## config.mk

```make
export PLATFORM = sky130hd
export DESIGN_NAME = muu_packet_framer512
export DESIGN_NICKNAME = d
export VERILOG_FILES = /design/src/rtl/muu_frame_pkg.sv /design/src/rtl/muu_axis_outreg576.sv /design/src/rtl/muu_packet_framer512.sv
export SDC_FILE = /design/constraint.sdc
export NUM_CORES = 2
export LEC_CHECK = 0
export BUFFER_PORTS_ARGS = -buffer_cell sky130_fd_sc_hd__buf_2
export CAP_MARGIN = 20
export CELL_PAD_IN_SITES_DETAIL_PLACEMENT = 1
export CELL_PAD_IN_SITES_GLOBAL_PLACEMENT = 1
export CORE_AREA = 2 2 505 507
export DETAILED_ROUTE_END_ITERATION = 10
export DIE_AREA = 0 0 507 509
export HOLD_SLACK_MARGIN = 0.1
export PLACE_DENSITY_LB_ADDON = 0.1
export SLEW_MARGIN = 20
export SYNTH_ARGS = -nofsm -noshare
export SYNTH_HDL_FRONTEND = slang
export SYNTH_SLANG_ARGS = --single-unit
```

## constraint.sdc

```tcl
create_clock -name clk -period 7.96 [get_ports clk]
set_input_delay 0.398 -clock clk [delete_from_list [all_inputs] [get_ports clk]]
set_output_delay 0.398 -clock clk [all_outputs]
set_load 0.05 [all_outputs]
```

## src/rtl/muu_frame_pkg.sv

```systemverilog
// rtl/muu_frame_pkg.sv - shared header offsets, state encoding and framing constants
package muu_frame_pkg;

  localparam int LOADLEN_LSB = 32;
  localparam int OPCODE_LSB  = 24;
  localparam int HDR_BEATS   = 2;

  typedef enum logic [1:0] {
    IDLE = 2'd0,
    BODY = 2'd1,
    PAD  = 2'd2,
    DROP = 2'd3
  } state_t;

endpackage

```

## src/rtl/muu_axis_outreg576.sv

```systemverilog
// rtl/muu_axis_outreg576.sv - single-entry 576-bit output register with valid/ready
module muu_axis_outreg576 #(
  parameter int USER_BITS = 3
) (
  input  logic                 clk,
  input  logic                 rst_n,
  input  logic                 load,
  input  logic [575:0]         load_data,
  input  logic [USER_BITS-1:0] load_user,
  input  logic                 load_last,
  output logic [575:0]         tdata,
  output logic                 tvalid,
  output logic [USER_BITS-1:0] tuserid,
  output logic                 tlast,
  input  logic                 tready,
  output logic                 oe
);

  assign oe = !tvalid || tready;

  // load is only raised while oe, so a held beat is never overwritten
  always_ff @(posedge clk or negedge rst_n) begin
    if (!rst_n) begin
      tvalid  <= 1'b0;
      tdata   <= '0;
      tuserid <= '0;
      tlast   <= 1'b0;
    end else if (load) begin
      tvalid  <= 1'b1;
      tdata   <= load_data;
      tuserid <= load_user;
      tlast   <= load_last;
    end else if (tready) begin
      tvalid  <= 1'b0;
      tlast   <= 1'b0;
    end
  end

endmodule

```

## src/rtl/muu_packet_framer512.sv

```systemverilog
// rtl/muu_packet_framer512.sv - joins net-meta with payload and forces every packet to loadlen+2 beats
module muu_packet_framer512
  import muu_frame_pkg::*;
#(
  parameter int          USER_BITS = 3,
  parameter int          USER_LSB  = 0,
  parameter logic [15:0] MAX_LOAD  = 16'd1024
) (
  input  logic                 clk,
  input  logic                 rst,
  input  logic [63:0]          s_meta_tdata,
  input  logic                 s_meta_tvalid,
  output logic                 s_meta_tready,
  input  logic [511:0]         s_data_tdata,
  input  logic                 s_data_tvalid,
  input  logic                 s_data_tlast,
  output logic                 s_data_tready,
  output logic [575:0]         m_axis_tdata,
  output logic                 m_axis_tvalid,
  output logic [USER_BITS-1:0] m_axis_tuserid,
  output logic                 m_axis_tlast,
  input  logic                 m_axis_tready,
  output logic [31:0]          stat_pkts,
  output logic [31:0]          stat_pad,
  output logic [31:0]          stat_trunc,
  output logic [31:0]          stat_drop
);

  state_t                state, next_state;
  logic [16:0]           cnt, exp_len;
  logic [63:0]           meta;
  logic [USER_BITS-1:0]  user;
  logic                  oe, load, load_last;
  logic [575:0]          load_data;
  logic [USER_BITS-1:0]  load_user;
  logic                  cnt_set, cnt_inc;
  logic                  inc_pkts, inc_pad, inc_trunc, inc_drop;
  logic [15:0]           hdr_len;
  logic                  oversize, at_last;

  assign hdr_len  = s_data_tdata[LOADLEN_LSB +: 16];
  assign oversize = hdr_len > MAX_LOAD;
  assign at_last  = (cnt == exp_len - 17'd1);

  always_ff @(posedge clk or negedge rst) begin
    if (!rst) state <= IDLE;
    else      state <= next_state;
  end

  always_comb begin
    next_state = state;
    case (state)
      IDLE: if (s_meta_tvalid && s_data_tvalid && oe) begin
        if (oversize) next_state = s_data_tlast ? IDLE : DROP;
        else          next_state = s_data_tlast ? PAD : BODY;
      end
      BODY: if (s_data_tvalid && oe) begin
        if (at_last)           next_state = s_data_tlast ? IDLE : DROP;
        else if (s_data_tlast) next_state = PAD;
      end
      PAD:  if (oe && at_last) next_state = IDLE;
      DROP: if (s_data_tvalid && s_data_tlast) next_state = IDLE;
      default: next_state = IDLE;
    endcase
  end

  // rst gates the IDLE readies so upstream sees no handshake while held in reset
  always_comb begin
    s_meta_tready = 1'b0;
    s_data_tready = 1'b0;
    load          = 1'b0;
    load_data     = {meta, s_data_tdata};
    load_user     = user;
    load_last     = 1'b0;
    cnt_set       = 1'b0;
    cnt_inc       = 1'b0;
    inc_pkts      = 1'b0;
    inc_pad       = 1'b0;
    inc_trunc     = 1'b0;
    inc_drop      = 1'b0;
    case (state)
      IDLE: if (rst && s_meta_tvalid && oe) begin
        s_data_tready = 1'b1;
        if (s_data_tvalid) begin
          s_meta_tready = 1'b1;
          if (oversize) begin
            inc_drop = 1'b1;
          end else begin
            load      = 1'b1;
            load_data = {s_meta_tdata, s_data_tdata};
            load_user = s_meta_tdata[USER_LSB +: USER_BITS];
            cnt_set   = 1'b1;
            inc_pad   = s_data_tlast;
          end
        end
      end
      BODY: if (oe) begin
        s_data_tready = 1'b1;
        if (s_data_tvalid) begin
          load      = 1'b1;
          cnt_inc   = 1'b1;
          load_last = at_last;
          if (at_last) begin
            inc_pkts  = 1'b1;
            inc_trunc = !s_data_tlast;
          end else begin
            inc_pad = s_data_tlast;
          end
        end
      end
      PAD: if (oe) begin
        load      = 1'b1;
        load_data = {meta, 512'b0};
        cnt_inc   = 1'b1;
        load_last = at_last;
        inc_pkts  = at_last;
      end
      DROP: s_data_tready = 1'b1;
      default: ;
    endcase
  end

  always_ff @(posedge clk or negedge rst) begin
    if (!rst) begin
      cnt        <= '0;
      exp_len    <= '0;
      meta       <= '0;
      user       <= '0;
      stat_pkts  <= '0;
      stat_pad   <= '0;
      stat_trunc <= '0;
      stat_drop  <= '0;
    end else begin
      if (s_meta_tready) begin
        meta    <= s_meta_tdata;
        user    <= s_meta_tdata[USER_LSB +: USER_BITS];
        exp_len <= {1'b0, hdr_len} + 17'(HDR_BEATS);
      end
      if (cnt_set)      cnt <= 17'd1;
      else if (cnt_inc) cnt <= cnt + 17'd1;
      if (inc_pkts)  stat_pkts  <= stat_pkts + 32'd1;
      if (inc_pad)   stat_pad   <= stat_pad + 32'd1;
      if (inc_trunc) stat_trunc <= stat_trunc + 32'd1;
      if (inc_drop)  stat_drop  <= stat_drop + 32'd1;
    end
  end

  muu_axis_outreg576 #(.USER_BITS(USER_BITS)) u_outreg (
    .clk       (clk),
    .rst_n     (rst),
    .load      (load),
    .load_data (load_data),
    .load_user (load_user),
    .load_last (load_last),
    .tdata     (m_axis_tdata),
    .tvalid    (m_axis_tvalid),
    .tuserid   (m_axis_tuserid),
    .tlast     (m_axis_tlast),
    .tready    (m_axis_tready),
    .oe        (oe)
  );

endmodule

```

Yosys cells after proc, flatten, opt, wreduce, memory -nomap -nowiden
Index checks and enable logic that the tools add are counted.
{ "classes": {"magnitude_cmp": 1, "addsub": 7, "n_mul": 0, "n_reduce_logical": 14, "eq_ne": 9, "n_mux": 60, "bitwise": 0, "div_mod_pow": 0, "shifts": 0} }
{ "ops": {"columns": ["op", "n"], "rows": [
  ["576-bit 2-to-1 mux", 3],
  ["576-bit one-hot mux with 2 select lines", 1],
  ["512-bit 2-to-1 mux", 1],
  ["32-bit by 1-bit adder with 32-bit output, second input constant", 4],
  ["17-bit 2-to-1 mux", 2],
  ["1-bit 2-to-1 mux", 33],
  ["2-bit 2-to-1 mux", 9],
  ["16-bit by 2-bit adder with 17-bit output, second input constant", 1],
  ["17-bit by 1-bit adder with 17-bit output, second input constant", 1],
  ["17-bit equality test", 1],
  ["17-bit by 1-bit subtractor with 17-bit output, second input constant", 1],
  ["16-bit by 11-bit > comparator with 1-bit output, second input constant", 1],
  ["3-bit 2-to-1 mux", 4],
  ["2-bit inequality test, second input constant", 4],
  ["1-bit one-hot mux with 2 select lines", 4],
  ["2-bit one-hot mux with 4 select lines", 1],
  ["1-bit logical AND", 7],
  ["1-bit one-hot mux with 3 select lines", 2],
  ["5-bit AND reduction", 1],
  ["2-bit equality test, second input constant", 2],
  ["2-bit nonzero test", 2],
  ["3-bit inequality test, second input constant", 1],
  ["2-bit by 1-bit equality test with 1-bit output, second input constant", 1],
  ["1-bit logical NOT", 2],
  ["other kinds (2)", 2]
]} }
{ "totals": {"inputBits": 582, "regBits": 812, "latchBits": 0, "romBits": 0, "output_inout_bits": 711, "memories": 0, "mem_bits_rw": 0} }

Longest topological paths before layout
{ "logic_depth": {"depth_word": 6, "depth_mapped": 13, "depth_no_buf": 11} }

Modules after synthesis
Synthesis repeated with hierarchy kept, for this count alone.
{ "hier_totals": {"cells_unflattened": 3093, "hier_area_um2": 37055.5} }
{ "modules_own_cells": {"columns": ["module", "area_per_inst_um2", "cells_each", "instances", "seq_area_each_um2"], "rows": [
  ["muu_axis_outreg576", 21815.9, 1229, 1, 14538.9],
  ["muu_packet_framer512", 15239.6, 1864, 1, 5705.5]
]} }

Least setup slack after synthesis
Ideal clock, no wire load.
{ "synth_path": {"path_type": "flip-flop to flip-flop", "start": "register exp_len[2]", "end": "register state[0]", "arrival_time_ps": 2897, "required_ps": 7835, "path_buffers": 2, "setup_ps": 125, "slack_ps": 4938, "path_stages_with_launch": 11, "cell_sequence": "dfrtp_1 or4_1 clkbuf_2 nor3_1 mux2_2 o21ai_1 and3_1 buf_6 nand3_1 a221oi_1 mux2_2"} }
{ "synth_via": {"elab_chain_cells": 5, "elab_cells_between_ends": 9} }
{ "synth_rtl": {"columns": ["item", "line_no", "text"], "rows": [
  ["start, declared", "muu_packet_framer512.sv:30", "logic [16:0] cnt, exp_len;"],
  ["start signal, assigned", "muu_packet_framer512.sv:137", "exp_len <= {1'b0, hdr_len} + 17'(HDR_BEATS);"],
  ["17-bit by 1-bit subtractor with 17-bit output *", "muu_packet_framer512.sv:43", "assign at_last = (cnt == exp_len - 17'd1);"],
  ["17-bit equality test *", "muu_packet_framer512.sv:43", null],
  ["2-bit 2-to-1 mux / 1-bit logical AND (equally long branches)", "muu_packet_framer512.sv:58, muu_packet_framer512.sv:61", null],
  ["2-bit 2-to-1 mux / 2-bit inequality test (equally long branches)", null, null],
  ["2-bit one-hot mux with 4 select lines / 5-bit AND reduction (equally long branches)", null, null],
  ["end signal, assigned", "muu_packet_framer512.sv:47", "else state <= next_state;"],
  ["end, declared", "muu_packet_framer512.sv:29", "state_t state, next_state;"]
]} }
Every way passes the cells marked *; elsewhere a longest branch is shown, timed or not. The select of a mux whose other input is x is not followed.
A chain may end at the register's enable or synchronous reset.

Final worst setup path
{ "layout_path": {"start": "register state[0]", "end": "register u_outreg.tdata[138]"} }
{ "layout_via": {"elab_chain_cells": 2, "elab_cells_between_ends": 5} }
{ "layout_rtl": {"columns": ["item", "line_no", "text"], "rows": [
  ["2-bit equality test, or another cell as far along", "muu_packet_framer512.sv:81", "case (state)"],
  ["1-bit one-hot mux with 3 select lines / 576-bit one-hot mux with 2 select lines (equally long branches)", "muu_packet_framer512.sv:81", null],
  ["end signal, assigned", "muu_axis_outreg576.sv:30", "tdata <= load_data;"],
  ["end, declared", "muu_axis_outreg576.sv:11", "output logic [575:0] tdata,"]
]} }
Several ways; a longest one is shown, not always the timed one.

==> metrics <==
detailed-route wire length per cell=21.8 um; largest net degree at the start of global routing=between 150 and 200; Crit path required time=roughly 8600 ps; num rows=around 190; Post-CTS Setup Inserts=0; register area share after synthesis=0.598; CTS buffer count=about 110; RSZ-0062 raised after global routing=no; worst slew pin tran=1100 ps; Worst Path Arrival=5170 ps; Detail Route Antenna Nets=0; Leak=27.4 nW; Top FF cell, synth=dfrtp_1; reg2reg setup slack=about 3500 ps; final WL=roughly 200000 um; Slew Viols, Final=0; Post-synth top cells=1308 x nand2_1, 809 x dfrtp_1, 569 x nand3_1; layout filler cell count=29700; CP max FO=74; grt ovf=0; Mapped Cells=around 3700; run status=finished, final reports clean; gpl congestion=roughly 0.77; Layout Nets=about 6100; post-synth top area share=0.598; Syn Nets=4272; Clock Root Buffer=clkbuf_16; violation count after the first detailed-route iteration=about 1200; Die X=around 510 um; CTS Sinks=between 800 and 900; Pwr Density=roughly 450 nW/um^2; first-pass GRT wire length=roughly 280000 um; dominant cell type by area after synthesis=dfrtp_1; number of synthesized flops with an enable pin=0; fin crit period=about 4500 ps; setup_tns=0 ps; Seq cells post-synth=a little over 800; count of different cell masters after synthesis=54; total iterations of the first detailed-routing run=4; Max clock buf depth=3; fmax=about 220 MHz; Syn Area/Cell=approximately 9 sq um; IO Port Bufs=between 1000 and 1500; Hold Crit Class=in2reg; Max-cap violations=0; Starting Density=0.134; Worst Setup End Kind=flip-flop; htree depth=3; Area Overhead vs Synth=58.6%; Slew HR=0.266; CTS tree=built; peak supply drop=about 0.00024 V; DIE AREA=258000 sq um; Mapped Area=33900 sq um; gr usage total=0.147; count leader, synth=nand2_1; IO Count=1293; detailed placement HPWL=between 100000 and 150000 um; total design power=roughly 0.024 W; number of global-route vias before repair=approximately 36000; Yosys warnings=0; Fin. Hold Viols=0; Synth async-reset ratio=1.00; Core ar.=approximately 250000 sq um; Die H=approximately 510 um; final setup fails=0; Layout Skew=40.7 ps; drt drc=0; vias per std cell=3.75; Synth area leaders=dfrtp_1 60%, nand2_1 15%, nand3_1 8.4%; worst-skew pair later-pin latency=around 760 ps; vias=33500; fin crit share=0.565; initial antenna violation count=79; share of cells above drive strength 1=0.276; Clk pin slew, worst setup/hold paths=about 60 ps; Startpoint Class=flip-flop; crit path kind=reg2reg
## state kept, by name (all words and copies together) (netlist names), 2 cells and up
name	cells
u_outreg.tuserid	3
cnt	17
stat_pkts	32
stat_pad	32
u_outreg.tdata	576
exp_len	17
meta	64
state	2
stat_drop	32
stat_trunc	32
## cell type report
type / instances / area [sq um] / share of cell area
well taps: 3366 / 4210 / 0.0785
flip-flops and latches: 809 / 20200 / 0.377
diodes: 34 / 85.1 / 0.00158
clock inverters: 23 / 312 / 0.00580
multi-input cells: 2592 / 12500 / 0.233
inverters: 24 / 91.3 / 0.00170
repair buffers: 1919 / 12800 / 0.239
clock buffers: 179 / 3410 / 0.0635
## stage by stage
step	hold slack, ps	instance area, sq um	std cells	setup slack [ps]	util
after floorplan	102	33900	3676	4940	-
after global placement	344	44000	8128	3180	0.174
after detailed placement	344	44000	8128	3120	0.174
after CTS	139	53600	8911	3240	0.212
after global routing	207	53700	8935	2960	0.212
final	247	53700	8946	3460	0.212
## final timing paths
check,startpoint,to,cells past startpoint
hold reg to reg,u_outreg.tdata[504]$_DFFE_PN0P_,u_outreg.tdata[504]$_DFFE_PN0P_,2
setup reg to reg,state[0]$_DFFE_PN0P_,u_outreg.tdata[138]$_DFFE_PN0P_,11
setup / recovery,state[0]$_DFFE_PN0P_,u_outreg.tdata[138]$_DFFE_PN0P_,11
max in group asynchronous,rst,u_outreg.tdata[258]$_DFFE_PN0P_,6
hold / removal,s_data_tvalid,state[0]$_DFFE_PN0P_,4
min in group asynchronous,rst,meta[34]$_DFFE_PN0P_,3
## cell families (layout without fill, tap and decap cells)
logic type	Yosys count	in the layout	synth area share
simple gates	2272	2272	0.288
compound gates	125	125	0.0279
flops	809	809	0.598
other cells	0	34	0
mux	11	11	0.00347
xor+xnor	170	170	0.0440
fa+ha+maj	14	14	0.00517
buf+inv	275	2145	0.0334
## repair_timing
item | CTS | global route
gates resized for setup | 0 | 0
endpoints found under the hold margin | 791 | 0
hold buffers | 581 | 0
## cells in the final DEF (no fill, tap or decap), types with 6 or more instances in the layout
cell type and count:
dfrtp_1 809, and4_1 8, xnor2_1 74, buf_2 1291, clkbuf_1 35, nand2_1 1307, nor2_1 194, nand3_1 569
mux2_2 6, nor4_1 21, inv_1 23, nor3_1 48, clkbuf_16 115, or3_1 9, diode_2 34, xor2_1 96
a21oi_1 17, o21ai_0 21, a221oi_1 65, and3_1 37, and2_1 11, or4_1 6, buf_4 33, nand3b_1 7
buf_12 12, dlygate4sd3_1 580, ha_1 14, nand4_1 32, clkinv_2 13, clkbuf_8 29
## report_power, final
part           switching (W)  internal [W]  leakage (nW)  total, W
Combinational        0.00961       0.00258          15.4    0.0122
Clock                0.00215       0.00304          1.82   0.00519
Sequential          0.000972       0.00578          10.2   0.00675
Total                 0.0127        0.0114          27.4    0.0241
## layer usage
metal,track usage,up-vias,routed length (um)
met5,0,-,195
met4,0.0445,32,5840
met3,0.0513,283,15800
met2,0.250,983,95000
met1,0.171,16500,78600
li1,-,15700,-
## worst max-delay path, cell delays in order (launching register included)
cell and delay (ps):
dfrtp_1 400, inv_1 80, ha_1 310, and3_1 230
nand2_4 380, nor2_4 240, a21oi_1 310, or2_4 560
buf_4 700, buf_4 830, nand2_1 140, nand2_1 90
(Power assumes the default switching activity.)
